[src/rtl/divisor_restaurador.sv]
// rtl/divisor_restaurador.sv - sequential signed restoring divider, 2N/N -> N quotient + N remainder
//
// Ports:
//   clk        rising-edge clock
//   reset      synchronous active-high reset, priority over start
//   start      level request, sampled only in IDLE or FIN
//   dividendo  2N-bit signed dividend, captured when start is accepted
//   divisor    N-bit signed divisor, captured when start is accepted
//   cociente   N-bit signed quotient (truncated toward zero), valid while fin=1
//   resto      N-bit signed remainder with the dividend's sign, valid while fin=1
//   fin        result valid, held until the next accepted start
//   error      qualified by fin: divide-by-zero or quotient overflow

module divisor_restaurador #(
    parameter int N = 3
) (
    input  logic             clk,
    input  logic             reset,
    input  logic             start,
    input  logic [2*N-1:0]   dividendo,
    input  logic [N-1:0]     divisor,
    output logic [N-1:0]     cociente,
    output logic [N-1:0]     resto,
    output logic             fin,
    output logic             error
);

    localparam int W2 = 2 * N;
    localparam int CW = $clog2(W2 + 1);

    // Largest quotient magnitudes representable in N signed bits.
    localparam logic [W2-1:0] Q_POS_MAG = W2'((1 << (N - 1)) - 1);
    localparam logic [W2-1:0] Q_NEG_MAG = W2'(1 << (N - 1));

    typedef enum logic [2:0] {
        IDLE   = 3'd0,
        CARGA  = 3'd1,
        DIVIDE = 3'd2,
        AJUSTE = 3'd3,
        FIN    = 3'd4
    } state_t;

    state_t state, state_nxt;

    // dvd_q holds the raw dividend until CARGA, then its magnitude, which
    // shifts out of the top while quotient bits shift in at the bottom.
    logic [W2-1:0] dvd_q, dvd_d;
    // dvs_q holds the raw divisor until CARGA, then its magnitude.
    logic [N-1:0]  dvs_q, dvs_d;
    // After each restore the remainder is below |divisor|, so N bits hold it;
    // the N+1-bit working value is formed in shifted/trial.
    logic [N-1:0]  rem_q, rem_d;
    logic [CW-1:0] cnt_q, cnt_d;
    logic          sq_q, sq_d;
    logic          sr_q, sr_d;
    logic [N-1:0]  coc_d, res_d;
    logic          fin_d, err_d;

    logic [N:0]    shifted;
    logic [N:0]    trial;
    logic [N-1:0]  q_low;
    logic          q_ovf;

    assign shifted = {rem_q, dvd_q[W2-1]};
    assign trial   = shifted - {1'b0, dvs_q};
    // Low bits of a negation depend only on the low bits of the operand.
    assign q_low   = sq_q ? -dvd_q[N-1:0] : dvd_q[N-1:0];
    // A negative quotient may reach one more in magnitude than a positive one.
    assign q_ovf   = sq_q ? (dvd_q > Q_NEG_MAG) : (dvd_q > Q_POS_MAG);

    // State register
    always_ff @(posedge clk) begin
        if (reset) begin
            state <= IDLE;
        end else begin
            state <= state_nxt;
        end
    end

    // Next-state logic
    always_comb begin
        state_nxt = state;
        case (state)
            IDLE, FIN: begin
                if (start) begin
                    state_nxt = CARGA;
                end
            end
            CARGA: begin
                state_nxt = (dvs_q == '0) ? FIN : DIVIDE;
            end
            DIVIDE: begin
                if (cnt_q == CW'(1)) begin
                    state_nxt = AJUSTE;
                end
            end
            AJUSTE: begin
                state_nxt = FIN;
            end
            default: begin
                state_nxt = IDLE;
            end
        endcase
    end

    // Output and datapath next-value logic
    always_comb begin
        dvd_d = dvd_q;
        dvs_d = dvs_q;
        rem_d = rem_q;
        cnt_d = cnt_q;
        sq_d  = sq_q;
        sr_d  = sr_q;
        coc_d = cociente;
        res_d = resto;
        fin_d = fin;
        err_d = error;
        case (state)
            IDLE, FIN: begin
                if (start) begin
                    dvd_d = dividendo;
                    dvs_d = divisor;
                    fin_d = 1'b0;
                    err_d = 1'b0;
                end
            end
            CARGA: begin
                sq_d  = dvd_q[W2-1] ^ dvs_q[N-1];
                sr_d  = dvd_q[W2-1];
                // The most negative dividend negates to itself, which read
                // unsigned is exactly its magnitude.
                dvd_d = dvd_q[W2-1] ? -dvd_q : dvd_q;
                dvs_d = dvs_q[N-1] ? -dvs_q : dvs_q;
                rem_d = '0;
                cnt_d = CW'(W2);
                if (dvs_q == '0) begin
                    err_d = 1'b1;
                    coc_d = '0;
                    res_d = '0;
                    fin_d = 1'b1;
                end
            end
            DIVIDE: begin
                if (!trial[N]) begin
                    rem_d = trial[N-1:0];
                    dvd_d = {dvd_q[W2-2:0], 1'b1};
                end else begin
                    rem_d = shifted[N-1:0];
                    dvd_d = {dvd_q[W2-2:0], 1'b0};
                end
                cnt_d = cnt_q - CW'(1);
            end
            AJUSTE: begin
                fin_d = 1'b1;
                if (q_ovf) begin
                    err_d = 1'b1;
                    coc_d = '0;
                    res_d = '0;
                end else begin
                    coc_d = q_low;
                    res_d = sr_q ? -rem_q : rem_q;
                end
            end
            default: begin
            end
        endcase
    end

    // Datapath and output registers
    always_ff @(posedge clk) begin
        if (reset) begin
            dvd_q    <= '0;
            dvs_q    <= '0;
            rem_q    <= '0;
            cnt_q    <= '0;
            sq_q     <= 1'b0;
            sr_q     <= 1'b0;
            cociente <= '0;
            resto    <= '0;
            fin      <= 1'b0;
            error    <= 1'b0;
        end else begin
            dvd_q    <= dvd_d;
            dvs_q    <= dvs_d;
            rem_q    <= rem_d;
            cnt_q    <= cnt_d;
            sq_q     <= sq_d;
            sr_q     <= sr_d;
            cociente <= coc_d;
            resto    <= res_d;
            fin      <= fin_d;
            error    <= err_d;
        end
    end

endmodule

[config.mk]
export PLATFORM = sky130hd
export DESIGN_NAME = divisor_restaurador
export DESIGN_NICKNAME = d
export VERILOG_FILES = /design/src/rtl/divisor_restaurador.sv
export SDC_FILE = /design/constraint.sdc
export NUM_CORES = 1
export LEC_CHECK = 0
export CORE_ASPECT_RATIO = 1.5
export CORE_UTILIZATION = 55
export CTS_CLUSTER_DIAMETER = 50
export CTS_CLUSTER_SIZE = 8
export DETAILED_ROUTE_END_ITERATION = 8
export GPL_ROUTABILITY_DRIVEN = 0
export GPL_TIMING_DRIVEN = 0
export HOLD_SLACK_MARGIN = 0.02
export PLACE_DENSITY = 0.89
export SYNTH_ARGS = -nofsm -noshare
export SYNTH_HDL_FRONTEND = slang
export SYNTH_SLANG_ARGS = --single-unit
export TNS_END_PERCENT = 30
[constraint.sdc]
create_clock -name clk -period 2.7 [get_ports clk]
set_clock_uncertainty 0.15 [all_clocks]
set_input_delay 0.675 -clock clk [delete_from_list [all_inputs] [get_ports clk]]
set_output_delay 0.675 -clock clk [all_outputs]
set_load 0.01 [all_outputs]
[Yosys cells after proc, flatten, opt, wreduce, memory -nomap -nowiden]
Cells that the tools add are included.
Storage, ports and cells
  flip-flop bits (word level): 28
  input bits: 12
  output and inout port bits: 8
  word-level logic and storage cells: 76
Cells by class
  add/sub/neg operators: 6
  magnitude comparators: 2
  eq/ne operators: 11
  mux-type cells: 27
  bitwise operators: 1
  reductions and logical operators: 16
Operator list (number)
  3-bit 2-to-1 mux: 11
  3-bit one-hot mux with 2 select lines: 5
  6-bit one-hot mux with 3 select lines: 1
  6-bit 2-to-1 mux: 2
  2-bit != test (second input constant): 6
  3-bit one-hot mux with 4 select lines: 1
  3-bit negator: 3
  3-bit AND reduction: 3
  2-bit AND reduction: 4
  3-bit by 1-bit equality test with 1-bit output (second input constant): 2
  3-bit by 2-bit equality test with 1-bit output (second input constant): 2
  6-bit by 2-bit greater-than comparator with 1-bit output (second input constant): 1
  6-bit by 3-bit greater-than comparator with 1-bit output (second input constant): 1
  3-bit zero test: 2
  6-bit negator: 1
  1-bit one-hot mux with 3 select lines: 2
  2-bit nonzero test: 3
  3-bit nonzero test: 2
  1-bit 2-to-1 mux: 5
  4-bit AND reduction: 1
  4-bit by 3-bit subtractor with 4-bit output: 1
  3-bit equality test (second input constant): 1
  3-bit by 1-bit subtractor with 3-bit output (second input constant): 1
  2-bit OR reduction: 1
  1-bit bitwise XOR: 1

[Longest topological paths before layout]
  depth in word-level cells: 4
  mapped depth: 9
  gate-level depth less buffers: 8

[Least setup slack after synthesis]
OpenSTA, ideal clock, no wires.
  kind: input -> register
  start: input reset
  end: register rem_q[2]
  setup time: 62 ps
  arrival time: 1780 ps
  required time: 2488 ps
  slack: 708 ps
  stages: 6
  path buffers: 2
  cell sequence: buf_2 > or4b_1 > buf_2 > and4b_1 > a311oi_1 > nand3_1
RTL lines
  from (decl): RTL line 18  | input logic reset,
  to (signal assigned): RTL line 185  | rem_q <= rem_d;
  to (decl): RTL line 52  | logic [N-1:0] rem_q, rem_d;

[Worst setup path in the final report]
  start: input start
  end: register dvd_q[0]
On the way
  cells in the longest elaborated chain, start to end: 2
RTL lines
  from (decl): RTL line 19  | input logic start,
  2-bit != test (no line)
  3-bit AND reduction (no line)
  to (signal assigned): RTL line 183  | dvd_q <= dvd_d;
  to (decl): RTL line 47  | logic [W2-1:0] dvd_q, dvd_d;
Every way passes these cells.
A chain may end at the register's enable or synchronous reset.

==> out/qor.log <==
INFO  global_route   pin_count_of_the_biggest_net_entering_global_routing=17
INFO  placement      placement.io_buffers=18
INFO  synth          syn-num-nets=230
INFO  sta            setup_viol=0
INFO  critical_path  start_kind=primary input
INFO  sta            timing.final.max_slew_violations=0
INFO  routing        vias=1636
INFO  sta            achievable_freq=0.422GHz
INFO  sta            timing.final.crit_share=87.7%
INFO  clock_tree     clk-insertion-delay-late=0.28ns
INFO  synth          syn_area_per_cell=8.20µm²
INFO  synth          synth_top_cells_by_area=dfxtp_1 (33%), ha_1 (5.8%), nor2_1 (4.6%)
INFO  finish         finalCoreUtilization=68.4%
INFO  die            design.portCount=20
INFO  power_and_ir_drop total_leakage_power=0.709nW
INFO  sta            rsz_0062_raised_after_global_routing=false
INFO  sta            period_minus_slack=2.37ns
INFO  clock_tree     cts_post_setup_buffers_inserted=0
INFO  global_route   antenna_found_initial=0
INFO  finish         diodes=0
INFO  synth          synthCells=209
INFO  finish         flow.area_growth_from_synthesis=17.5%
INFO  synth          area_fraction_of_the_dominant_cell_type_after_synthesis=32.7%
INFO  die            starting_density_of_the_core=58.2%
INFO  global_route   first_global_vias=1605
INFO  clock_tree     clock-root-buffer=clkbuf_8
INFO  hold_path      hold_path_startpoint=fin
INFO  hold_path      worstHoldPathType=reg2reg
INFO  power_and_ir_drop power=1.03mW
INFO  global_route   grt_overflow=0
INFO  die            core_area=2940µm²
INFO  synth          synth_sequential_area_ratio=32.7%
INFO  global_route   track_usage=28.4%
INFO  routing        vias_per_cell=6.06
INFO  sta            fin_hold_ws=0.318ns
INFO  die            floorplan_die_height=70.4µm
INFO  synth          synth-seq-cells=28
INFO  sta            post_route_setup_tns=0ns
INFO  power_and_ir_drop power_density=514nW/µm²
INFO  placement      place_worst_setup_slack=0.0409ns
INFO  synth          mapped_cell_area=1710µm²
INFO  status         outcome=completed
INFO  placement      hpwl=3000µm
INFO  synth          number_of_flops_mapped_to_enable_cells_by_yosys=0
INFO  finish         share_of_cells_above_drive_strength_1=7.79%
INFO  sta            post-route-worst-setup-slack=0.332ns
INFO  clock_tree     total_of_cells_resized_after_clock_tree_synthesis=0
INFO  clock_tree     cts_buffers=3
INFO  synth          synthDistinctLibCells=48
INFO  clock_tree     tritoncts=done
INFO  power_and_ir_drop peakVddDrop=0.304mV
INFO  clock_tree     ctsHtreeMaxLevel=1
INFO  die            rows=24
INFO  synth          yosys_warnings=0
INFO  die            design.die.area=3350µm²
INFO  synth          synth_area_leader_cell=dfxtp_1
INFO  finish         finish.net_count=253
INFO  clock_tree     ctsLongestPathBuffers=2
INFO  critical_path  critPathLaunch=start
INFO  routing        post_drt_wl_per_cell=15.2µm
INFO  routing        post-route-drc-count=0
INFO  routing        routed_wl=4100µm
INFO  synth          synth-main-ff-cell=dfxtp_1
INFO  sta            max_slew.worst_pin.slew=0.708ns
INFO  synth          synth.most_common_cell=dfxtp_1
INFO  synth          synth.cells.most_frequent=dfxtp_1 (28), nor2_1 (21), nand2_1 (17)
INFO  routing        firstDrtPassIters=4
INFO  clock_tree     cts_num_sinks=28
INFO  clock_tree     number_of_hold_repair_buffers_added_at_the_cts_stage=0
INFO  critical_path  cp.arrival=2.42ns
INFO  routing        drtIter0Drc=49
INFO  flow_run       number_of_max_cap_violations=0
INFO  global_route   grt_first_pass_wirelength=6870µm
INFO  critical_path  worst_setup_path_end_kind=flip-flop
INFO  routing        antenna_viol_nets_final=0
INFO  critical_path  ws_path_type=in2reg
INFO  critical_path  timing.critical_path.required=2.75ns
INFO  sta            final_hold_viol_count=0
INFO  critical_path  reg_to_reg_start=dvd_q[5]
INFO  clock_tree     clk_transition_reported_paths=0.10ns
INFO  die            die_w=47.6µm
INFO  synth          synth_async_sr_flop_share=0%
INFO  critical_path  critPathMaxFanout=6
INFO  sta            timing.max_slew.rel_slack=52.5%
-- cells in the final DEF, fill, tap and decap left out, types with 2 or more instances in the layout --
| master | netlist | layout |
|---|---|---|
| clkbuf_8 | 0 | 3 |
| nor2_1 | 21 | 21 |
| clkbuf_1 | 2 | 2 |
| a221oi_1 | 2 | 2 |
| nor3_1 | 7 | 7 |
| nor3b_1 | 4 | 4 |
| a211o_1 | 2 | 2 |
| inv_1 | 15 | 15 |
| nand2b_1 | 7 | 7 |
| nor3b_2 | 2 | 2 |
| and2_1 | 2 | 2 |
| dfxtp_1 | 28 | 28 |
| nand3b_1 | 4 | 4 |
| xnor2_1 | 4 | 4 |
| a211oi_1 | 7 | 7 |
| o21ai_1 | 5 | 5 |
| buf_2 | 6 | 6 |
| nand3_1 | 5 | 5 |
| nor2b_1 | 6 | 6 |
| a32o_1 | 3 | 3 |
| ha_1 | 8 | 8 |
| o21ai_0 | 6 | 6 |
| nand2_1 | 17 | 17 |
| a32oi_1 | 2 | 2 |
| clkdlybuf4s50_1 | 0 | 18 |
| a21oi_1 | 15 | 15 |
| a22oi_1 | 6 | 6 |
-- power by group --
part / switching, mW / internal [mW] / total [mW]
Combinational: 0.135 / 0.0978 / 0.233
Sequential: 0.0266 / 0.438 / 0.464
Clock: 0.137 / 0.199 / 0.336
-- metal layers --
layer,global-route usage (%),up-vias,wire [µm]
li1,-,792,-
met1,33.1,771,1630
met2,44.1,50,2100
met3,3.10,23,132
met4,22.2,0,242
met5,0,-,0
-- worst paths after layout --
kind                            endpoint  slack (ns)  cells past startpoint
worst max-delay path            dvd_q[0]        0.33                      6
worst min register to register       fin        0.32                      2
worst max register to register  dvd_q[0]        0.63                      7
worst min-delay path                 fin        0.32                      2
-- critical path, stage by stage --
cell and delay, ns:
clkdlybuf4s50_1 0.57, or3b_1 0.39, clkbuf_1 0.19, nand3_1 0.24, nor2_1 0.09, a311oi_2 0.25
-- per-stage QoR --
step           area, µm²  instances
2_1_floorplan       1710        209
3_3_place_gp        1940        266
3_5_place_dp        1940        266
4_1_cts             2010        270
5_1_grt             2010        270
6_report            2010        270
-- state kept, by name, indices dropped and copies added (netlist names) --
| register | cells |
|---|---|
| dvd_q | 6 |
| cnt_q | 3 |
| cociente | 3 |
| dvs_q | 3 |
| rem_q | 3 |
| resto | 3 |
| state | 3 |
| error | 1 |
| fin | 1 |
| sq_q | 1 |
| sr_q | 1 |
-- cells by family after synthesis --
family | count (synthesis) | share of synthesized area (%)
compound gates | 57 | 24.1
simple gates | 85 | 27.2
xor+xnor | 5 | 2.56
flops | 28 | 32.7
buf+inv | 25 | 6.35
fa+ha+maj | 9 | 7.01
-- final cells by class --
cell class,count,area (µm²)
multi-input combinational,156,1040
fill,264,930
sequential,28,561
timing repair buffer,18,180
inverter,15,56.3
buffer,10,52.6
tap,39,48.8
clock buffer,3,41.3
clock inverter,1,30.0
No activity file was read; power rests on OpenSTA's default activity.
==> edit (config.mk and constraints unchanged) <==
Change the parameter `N` from 3 to 4.
--- a/src/rtl/divisor_restaurador.sv
+++ b/src/rtl/divisor_restaurador.sv
@@ -12,7 +12,7 @@
 //   error      qualified by fin: divide-by-zero or quotient overflow
 
 module divisor_restaurador #(
-    parameter int N = 3
+    parameter int N = 4
 ) (
     input  logic             clk,
     input  logic             reset,
Interface: changed (resized cociente, dividendo, divisor and resto); port bits go from 20 to 25. The function was not compared with the original's and may differ.
==> edit against the original RTL <==
- total power grew 24%
- synthesized cell count grew 12%
- area after synthesis grew 14%
- via count grew 15%
- sequential power grew 24%
- final area grew 16%
- sequential cell count grew 7
- sequential share of layout area grew 2.1 points
- wire length grew 15%
- worst setup slack lost 0.20 ns
- largest cell class unchanged
- highest routed layer unchanged
==> edit: results (changes against the original RTL) <==
Layout
  • Reg with most FFs: dvd_q
  • Layout cells sized above 1: 9.398% (+1.6 points)
  • Filler Cell Count: 300 (+14%)
  • Net count of the finished layout: 290 (+15%)
  • Largest register FFs: 8 (+2)

Clock network
  • Clock latency on the worst-skew pair: 0.30 ns (+0.02 ns)
  • H-tree levels: 2 (+1)
  • Resized cells post-CTS: 0 (unchanged)
  • Worst-path clk slew: 0.07 ns (-0.03 ns)
  • Inserted Clock Buffers: 5 (+2)

Timing
  • Final hold slack: 0.3125 ns (-0.004997 ns)
  • Max Slew Vio Count: 0 (unchanged)
  • Tcrit/Tclk final: 94.95% (+7.2 points)
  • Worst-margin pin slew: 0.5765 ns (-0.1319 ns)

Routing
  • Wire length per cell: 15.32 um (+0.87%)
  • Initial drt markers: 72 (+47%)
  • Via-to-Cell Ratio: 6.107 (+0.79%)
  • Final antenna-violating net count: 0 (unchanged)
  • DR vias: 1881 (+15%)

Worst setup path
  • WP data arrival: 2.62 ns (+0.20 ns)
  • Crit path largest cell delay: 0.55 ns (-0.02 ns)
  • CP startpoint kind: register
  • Critical-path top delay cell: or4_4
  • Critical path endpoint: rem_q[1]$_SDFFE_PP0N_
  • Setup slack, reg-to-reg: 0.14 ns (-0.49 ns)
  • Worst reg2reg path depth: 8 (+1)
  • Crit-path max FO: 4 (-2)
  • R2r startpoint: dvd_q[7]$_SDFFE_PP0P_

Synth
  • Post-synthesis cell type count: 53 (+10%)
  • Top cells by count, synth: dfxtp_1, nor2_1, a21oi_1
  • Synthesized Nets: 260 (+13%)
  • Ranking of synthesized cells by area: dfxtp_1, nor2_1, ha_1
  • Mean Syn Cell Area: 8.322 um2 (+1.5%)
  • Register area share after synthesis: 35.83% (+3.1 points)

Placement
  • Detailed placement HPWL: 3.335 mm (+11%)
  • Pre-CTS WS: 0.2064 ns (+0.1654 ns)
  • Post-Place Cell Area: 2238 um2 (+15%)
  • PortBufs: 23 (+5)
  • Dpl cells: 300 (+13%)

Hold path
  • Hold Startpoint: fin$_SDFFE_PP0P_
  • Hold Path Depth: 2 (unchanged)

GRT
  • Initial antenna violation count: 0 (unchanged)
  • GR Util All Layers: 26.84% (-1.6 points)
  • Number of global-route vias before repair: 1762 (+9.8%)
  • First-pass GRT wire length: 7.610 mm (+11%)
  • Largest net degree at the start of global routing: 11 (-6)

Power
  • Power per cell area: 548.7 nW/um2 (+6.9%)
  • Lkg Pwr: 0.8603 nW (+21%)
  • VDD IR max: 363.7 uV (+20%)

Status
  • Status: finished, final reports clean
## edit: cell types whose count changed after synthesis, sizes merged, moves of 4 or more
cell and delta:
nor2 +9, a21oi +5, o21ai -4, nand2 -4, dfxtp +7
## edit: kinds of logic after synthesis
| group | after synthesis | synth area share (%) |
|---|---|---|
| fa+ha+maj | 10 | 6.782 |
| compound gates | 70 | 25.53 |
| flops | 35 | 35.83 |
| xor+xnor | 8 | 3.583 |
| simple gates | 80 | 21.18 |
| buf+inv | 32 | 7.102 |
## edit: routing by layer
metal / part of all wire [%] / track usage, % / vias to the layer above
li1: - / - / 914
met5: 0 / 0 / -
met3: 5.8 / 6.869 / 11
met2: 51 / 46.37 / 71
met1: 41 / 30.40 / 885
met4: 2.1 / 13.89 / 0
## edit: critical path: cells and delay by family, from the launching register on
kind | cells | cell delay (ns)
AND/OR/NAND/NOR | 3 | 0.82
adder cells (fa/ha/maj) | 2 | 0.67
flip-flops | 1 | 0.39
AO/OA/AOI/OAI | 2 | 0.34
buffers and inverters | 1 | 0.11
## edit: layout make-up
| class | instances | area share (%) |
|---|---|---|
| inverter | 18 | 2.889 |
| sequential | 35 | 29.96 |
| timing repair buffer | 23 | 9.845 |
| tap | 42 | 2.247 |
| buffer | 14 | 3.050 |
| clock buffer | 8 | 4.280 |
| multi-input combinational | 168 | 47.73 |
## edit: where the power goes
part,total [mW],internal (mW),switching (mW)
logic,0.287,0.121,0.165
registers,0.575,0.546,0.0289
clock network,0.422,0.233,0.189
